[src/rtl/eth_phy_10g_pkg.sv]
// Shared 10G PHY definitions used by the TX gearbox and the RX aligner.
//   - Block geometry: 66-bit frame = 2-bit sync header + 64-bit payload.
//   - Sync header codes, idle and error payloads inserted by the TX gearbox.
//   - Gearbox period: 32 blocks are packed into 33 SERDES words.
package eth_phy_10g_pkg;

    localparam int FRAME_WIDTH    = 66;
    localparam int DATA_WIDTH     = 64;
    localparam int HDR_WIDTH      = 2;
    localparam int CNT_WIDTH      = 16;
    localparam int SEQ_WIDTH      = 6;
    localparam int GEARBOX_PERIOD = 33;

    localparam logic [HDR_WIDTH-1:0]  SYNC_DATA = 2'b01;
    localparam logic [HDR_WIDTH-1:0]  SYNC_CTRL = 2'b10;
    localparam logic [DATA_WIDTH-1:0] IDLE_DATA = 64'h0000_0000_0000_001E;
    localparam logic [DATA_WIDTH-1:0] ERR_DATA  = 64'h1E1E_1E1E_1E1E_1E1E;

    // What the TX gearbox places on the line for a given input slot.
    typedef enum logic [1:0] {
        BLK_PASS = 2'd0,
        BLK_IDLE = 2'd1,
        BLK_ERR  = 2'd2
    } blk_kind_e;

    // Only 01 and 10 are legal sync headers; 00 and 11 never appear on the line.
    function automatic logic hdr_is_legal(input logic [HDR_WIDTH-1:0] hdr);
        return (hdr == SYNC_DATA) || (hdr == SYNC_CTRL);
    endfunction

endpackage

[src/rtl/eth_phy_10g_tx_blk_sel.sv]
// Combinational block selection for the TX gearbox.
//   valid   : input block present
//   hdr     : input sync header
//   data    : input payload
//   frame   : {hdr, data} to be packed (input, IDLE or ERR block)
//   bad_hdr : input block present with an illegal header
module eth_phy_10g_tx_blk_sel
    import eth_phy_10g_pkg::*;
(
    input  logic                   valid,
    input  logic [HDR_WIDTH-1:0]   hdr,
    input  logic [DATA_WIDTH-1:0]  data,
    output logic [FRAME_WIDTH-1:0] frame,
    output logic                   bad_hdr
);

    blk_kind_e kind;

    always_comb begin
        kind = BLK_PASS;
        if (!valid) begin
            kind = BLK_IDLE;
        end else if (!hdr_is_legal(hdr)) begin
            kind = BLK_ERR;
        end
    end

    always_comb begin
        frame   = {hdr, data};
        bad_hdr = 1'b0;
        case (kind)
            BLK_IDLE: frame = {SYNC_CTRL, IDLE_DATA};
            BLK_ERR: begin
                frame   = {SYNC_CTRL, ERR_DATA};
                bad_hdr = 1'b1;
            end
            default: frame = {hdr, data};
        endcase
    end

endmodule

[src/rtl/eth_phy_10g_tx_gearbox.sv]
// 10G Ethernet TX 64b/66b gearbox.
// Packs one 66-bit block per ready cycle into a continuous 64-bit SERDES word
// stream (MSB first on the line). Every 33rd cycle upstream is paused and the
// 64 accumulated residual bits are emitted as a whole word.
//   clk           : clock, rising edge
//   i_rst_n       : asynchronous active-low reset
//   i_tx_hdr      : sync header (01 data, 10 control)
//   i_tx_data     : block payload
//   i_tx_valid    : block present this cycle
//   o_tx_ready    : a presented block is consumed at the coming edge
//   o_serdes_tx   : SERDES word
//   o_bad_hdr_cnt : saturating count of illegal headers consumed
module eth_phy_10g_tx_gearbox
    import eth_phy_10g_pkg::*;
(
    input  logic                  clk,
    input  logic                  i_rst_n,
    input  logic [HDR_WIDTH-1:0]  i_tx_hdr,
    input  logic [DATA_WIDTH-1:0] i_tx_data,
    input  logic                  i_tx_valid,
    output logic                  o_tx_ready,
    output logic [DATA_WIDTH-1:0] o_serdes_tx,
    output logic [CNT_WIDTH-1:0]  o_bad_hdr_cnt
);

    localparam logic [SEQ_WIDTH-1:0] LAST_SEQ = SEQ_WIDTH'(GEARBOX_PERIOD - 1);

    logic [SEQ_WIDTH-1:0]   seq_reg, seq_next;
    logic [DATA_WIDTH-1:0]  res_reg, res_next;      // residual bits, left-justified
    logic [DATA_WIDTH-1:0]  serdes_reg, serdes_next;
    logic                   ready_reg, ready_next;
    logic [CNT_WIDTH-1:0]   cnt_reg, cnt_next;

    logic [FRAME_WIDTH-1:0] frame;
    logic                   bad_hdr;
    logic [SEQ_WIDTH:0]     shift;                  // residual length r = 2*seq
    logic [2*DATA_WIDTH-1:0] wide;                  // W = {R[63 -: r], frame}, left-justified

    eth_phy_10g_tx_blk_sel u_blk_sel (
        .valid   (i_tx_valid),
        .hdr     (i_tx_hdr),
        .data    (i_tx_data),
        .frame   (frame),
        .bad_hdr (bad_hdr)
    );

    // Residual bits below position 63-r are always zero, so OR-ing the frame in
    // right behind them builds W directly. W is at most 62+66 = 128 bits: the
    // upper 64 go out, the lower 64 hold the new residual (r+2 bits, rest zero).
    assign shift = {seq_reg, 1'b0};
    assign wide  = {res_reg, {DATA_WIDTH{1'b0}}}
                 | ({frame, {(2*DATA_WIDTH-FRAME_WIDTH){1'b0}}} >> shift);

    always_comb begin
        seq_next    = seq_reg;
        res_next    = res_reg;
        serdes_next = serdes_reg;
        cnt_next    = cnt_reg;
        if (seq_reg == LAST_SEQ) begin
            // Residual is exactly 64 bits: flush it as a full word.
            serdes_next = res_reg;
            res_next    = '0;
            seq_next    = '0;
        end else if (ready_reg) begin
            serdes_next = wide[2*DATA_WIDTH-1:DATA_WIDTH];
            res_next    = wide[DATA_WIDTH-1:0];
            seq_next    = seq_reg + SEQ_WIDTH'(1);
            if (bad_hdr && (cnt_reg != '1)) begin
                cnt_next = cnt_reg + CNT_WIDTH'(1);
            end
        end
        // The first cycle after reset has ready low with seq 0: nothing is
        // consumed, only ready is raised.
    end

    assign ready_next = (seq_next != LAST_SEQ);

    always_ff @(posedge clk or negedge i_rst_n) begin
        if (!i_rst_n) begin
            seq_reg    <= '0;
            res_reg    <= '0;
            serdes_reg <= '0;
            ready_reg  <= 1'b0;
            cnt_reg    <= '0;
        end else begin
            seq_reg    <= seq_next;
            res_reg    <= res_next;
            serdes_reg <= serdes_next;
            ready_reg  <= ready_next;
            cnt_reg    <= cnt_next;
        end
    end

    assign o_tx_ready    = ready_reg;
    assign o_serdes_tx   = serdes_reg;
    assign o_bad_hdr_cnt = cnt_reg;

endmodule

[config.mk]
export PLATFORM = sky130hd
export DESIGN_NAME = eth_phy_10g_tx_gearbox
export DESIGN_NICKNAME = d
export VERILOG_FILES = /design/src/rtl/eth_phy_10g_pkg.sv /design/src/rtl/eth_phy_10g_tx_blk_sel.sv /design/src/rtl/eth_phy_10g_tx_gearbox.sv
export SDC_FILE = /design/constraint.sdc
export NUM_CORES = 1
export LEC_CHECK = 0
export ABC_AREA = 1
export BUFFER_PORTS_ARGS = -buffer_cell sky130_fd_sc_hd__buf_2
export CAP_MARGIN = 20
export CORE_MARGIN = 10
export CORE_UTILIZATION = 60
export DETAILED_ROUTE_END_ITERATION = 8
export PLACE_DENSITY_LB_ADDON = 0.25
export SETUP_SLACK_MARGIN = 0.15
export SYNTH_ARGS = -nofsm -noshare
export SYNTH_HDL_FRONTEND = slang
export SYNTH_HIERARCHICAL = 1
export SYNTH_SLANG_ARGS = --single-unit
export TNS_END_PERCENT = 20
[constraint.sdc]
create_clock -name clk -period 2.7 [get_ports clk]
set_input_delay 0.135 -clock clk [delete_from_list [all_inputs] [get_ports clk]]
set_output_delay 0.135 -clock clk [all_outputs]
set_load 0.01 [all_outputs]
==> qor.json <==
{
  "fin_crit_ns": 2.45,
  "number_of_global_route_vias_before_repair": 13324,
  "hold_viol_final": 0,
  "cell_area_after_synthesis_um2": 12000,
  "dr_total_vias": 14327,
  "syn_avg_cell_area_um2": 6.18,
  "cts_htree_levels": 4,
  "worst_slew_pin_slew_ns": 0.763,
  "post_cts_hold_buffer_count": 1,
  "timing.max_cap.violations": 0,
  "crit_start": "seq_reg[0]",
  "drc": 0,
  "ios": 150,
  "mostFrequentLayoutCells": "669 x nand2_1, 502 x nand3_1, 148 x nor2_1, 148 x buf_2, 147 x dfrtp_1",
  "netSwitchingPower_w": 0.00195,
  "port-buffer-count": 149,
  "yosys_warning_total": 6,
  "totalWireLength_um": 48900,
  "combinationalPowerShare": 0.159,
  "skew_ns": 0.0181,
  "avgViaCountPerCell": 6.27,
  "most_common_cell_after_layout_fill_and_taps_aside": "nand2_1",
  "hold-worst-slack_ns": 0.312,
  "reported_leakage_power_nw": 7.33,
  "internal_power_w": 0.00397,
  "p_seq_frac": 0.420,
  "pwr-share-clk": 0.421,
  "place_worst_setup_slack_ns": 0.324,
  "detailed_route_wire_length_per_cell_um": 21.4,
  "antenna_found_initial": 0,
  "max_vdd_drop_uv": 471,
  "timing.critical_path.to_type": "register",
  "grt_use_total": 0.370,
  "grt_pass1_wl_um": 76000,
  "worst-path-max-fanout": 68,
  "sequential_cell_area_um2": 3780,
  "flops_latches_synth": 151,
  "n_fill_cell": 1745,
  "timing.final.crit_share": 0.907,
  "grt_overflow_total": 0,
  "dp.final_hpwl_um": 35900,
  "setup_viol_count_final": 0,
  "global_route_layer_with_the_greatest_usage": "met2",
  "fraction_of_final_layout_cells_with_drive_strength_greater_than_1": 0.128,
  "worstSkewPairLatency_ns": 0.44,
  "rows": 51,
  "slew_headroom": 0.492,
  "cts.path.max_buffers": 2,
  "syn_nets": 2009,
  "critical_path.startpoint_type": "register",
  "grtUsageMet1": 0.476,
  "multi_input_area_um2": 6970,
  "die_width_um": 161,
  "post_cts.resized_instances": 0,
  "synth_sequential_area_ratio": 0.316,
  "grtUsageMet2": 0.566,
  "floorplan.die_area_um2": 26000,
  "report.final.slew_viol_count": 0,
  "diodes": 0,
  "grt_setup_unrepaired": "false",
  "final_critical_path_setup_slack_ns": 0.251,
  "globalRouteMet3Util": 0.101,
  "gpl.final_weighted_congestion": 1.08,
  "cts.reportedPaths.clkPinSlew_ns": 0.08,
  "p_r_area_growth_vs_syn_pct": 11.6,
  "cts.repair_timing.setup_buffer_count": 0,
  "final_core_utilization": 0.684,
  "run_status": "completed",
  "post_synthesis_cell_type_count": 35,
  "totalNegativeSetupSlack_ns": 0,
  "grt_start_max_net_pins": 79,
  "timing.setup.critical_path_class": "register to register",
  "fraction_of_power_spent_switching_nets": 0.329,
  "drtIter0Drc": 2351,
  "achievable-frequency_mhz": 408,
  "cts_tree": "yes",
  "timing.hold.worst.class": "input pin to asynchronous set/reset pin",
  "clockRootBuffer": "clkbuf_16",
  "worst_r2r_startpoint": "seq_reg[0]",
  "power.density_nw_per_um2": 442,
  "netlist_instances": 1937,
  "drtAntennaViolNets": 0,
  "power_w": 0.00591,
  "detailedRoute.firstPassIterationCount": 7,
  "coreArea_um2": 19500,
  "critical_path_arrival_ns": 2.82,
  "die_height_um": 161,
  "cts_inserted_buffers": 17,
  "initial_core_util": 0.613,
  "required_time_of_the_critical_path_ns": 3.07,
  "cts_num_sinks": 151,
  "layout.nets": 2078
}
critical path, cell delays in order, from the launching register on:
cell,delay (ns)
dfrtp_2,0.44
inv_2,0.07
buf_12,0.26
ha_1,0.25
nand3_4,0.14
nand2_4,0.11
buf_4,0.53
o21ai_0,0.34
nand2_1,0.12
cell usage after synthesis, drive strengths merged:
cell	instances	area share
nor2	169	0.061
o21ai	50	0.021
buf	105	0.055
nand2	676	0.22
nand3b	1	0.00063
and2	1	0.00052
o211ai	31	0.019
clkinv	1	0.00031
clkbuf	28	0.0088
inv	121	0.038
nand3	504	0.21
dfrtp	151	0.32
a21oi	63	0.026
or2	1	0.00052
nand4	5	0.0026
nor4	2	0.0010
nor3	4	0.0021
xnor2	6	0.0044
ha	3	0.0031
a31oi	3	0.0016
xor2	12	0.0088
power by group through the flow:
stage	sequential (W)	combinational [W]	clock, W
after CTS	0.00248	0.000924	0.00248
after global placement	0.00252	0.000890	0
after floorplan	0.00255	0.000475	0
after detailed placement	0.00252	0.000917	0
final	0.00249	0.000940	0.00249
after global routing	0.00250	0.00103	0.00260
metrics by stage:
step                      instance area, um2  std cells
after floorplan                        12000       1937
after global placement                 12700       2251
after detailed placement               12700       2251
after CTS                              13400       2284
after global routing                   13400       2284
final                                  13400       2284
routing by layer:
metal	wire length (um)	part of all wire
met1	18400	0.38
met2	21500	0.44
met3	6230	0.13
met4	2780	0.057
met5	0	0
final timing paths:
check,slack (ns),cells past startpoint,endpoint
max,0.25,8,o_serdes_tx[43]
min,0.31,2,res_reg[53]
max reg2reg,0.25,8,o_serdes_tx[43]
min reg2reg,0.48,2,res_reg[33]
max in group asynchronous,1.68,3,res_reg[17]
min in group clk,0.44,9,res_reg[0]
kinds of logic after synthesis:
family / after synthesis / share of synthesized area
compound gates: 147 / 0.0682
fa+ha+maj: 3 / 0.00314
simple gates: 1363 / 0.497
buf+inv: 255 / 0.102
xor+xnor: 18 / 0.0132
flops: 151 / 0.316
cell type report:
type	instances	area share
sequential	151	0.283
clock buffer	17	0.0318
multi-input combinational	1531	0.522
tap	265	0.0248
inverter	122	0.0347
timing repair buffer	183	0.0887
clock inverter	15	0.0149
Power figures use the tool's default switching activity.
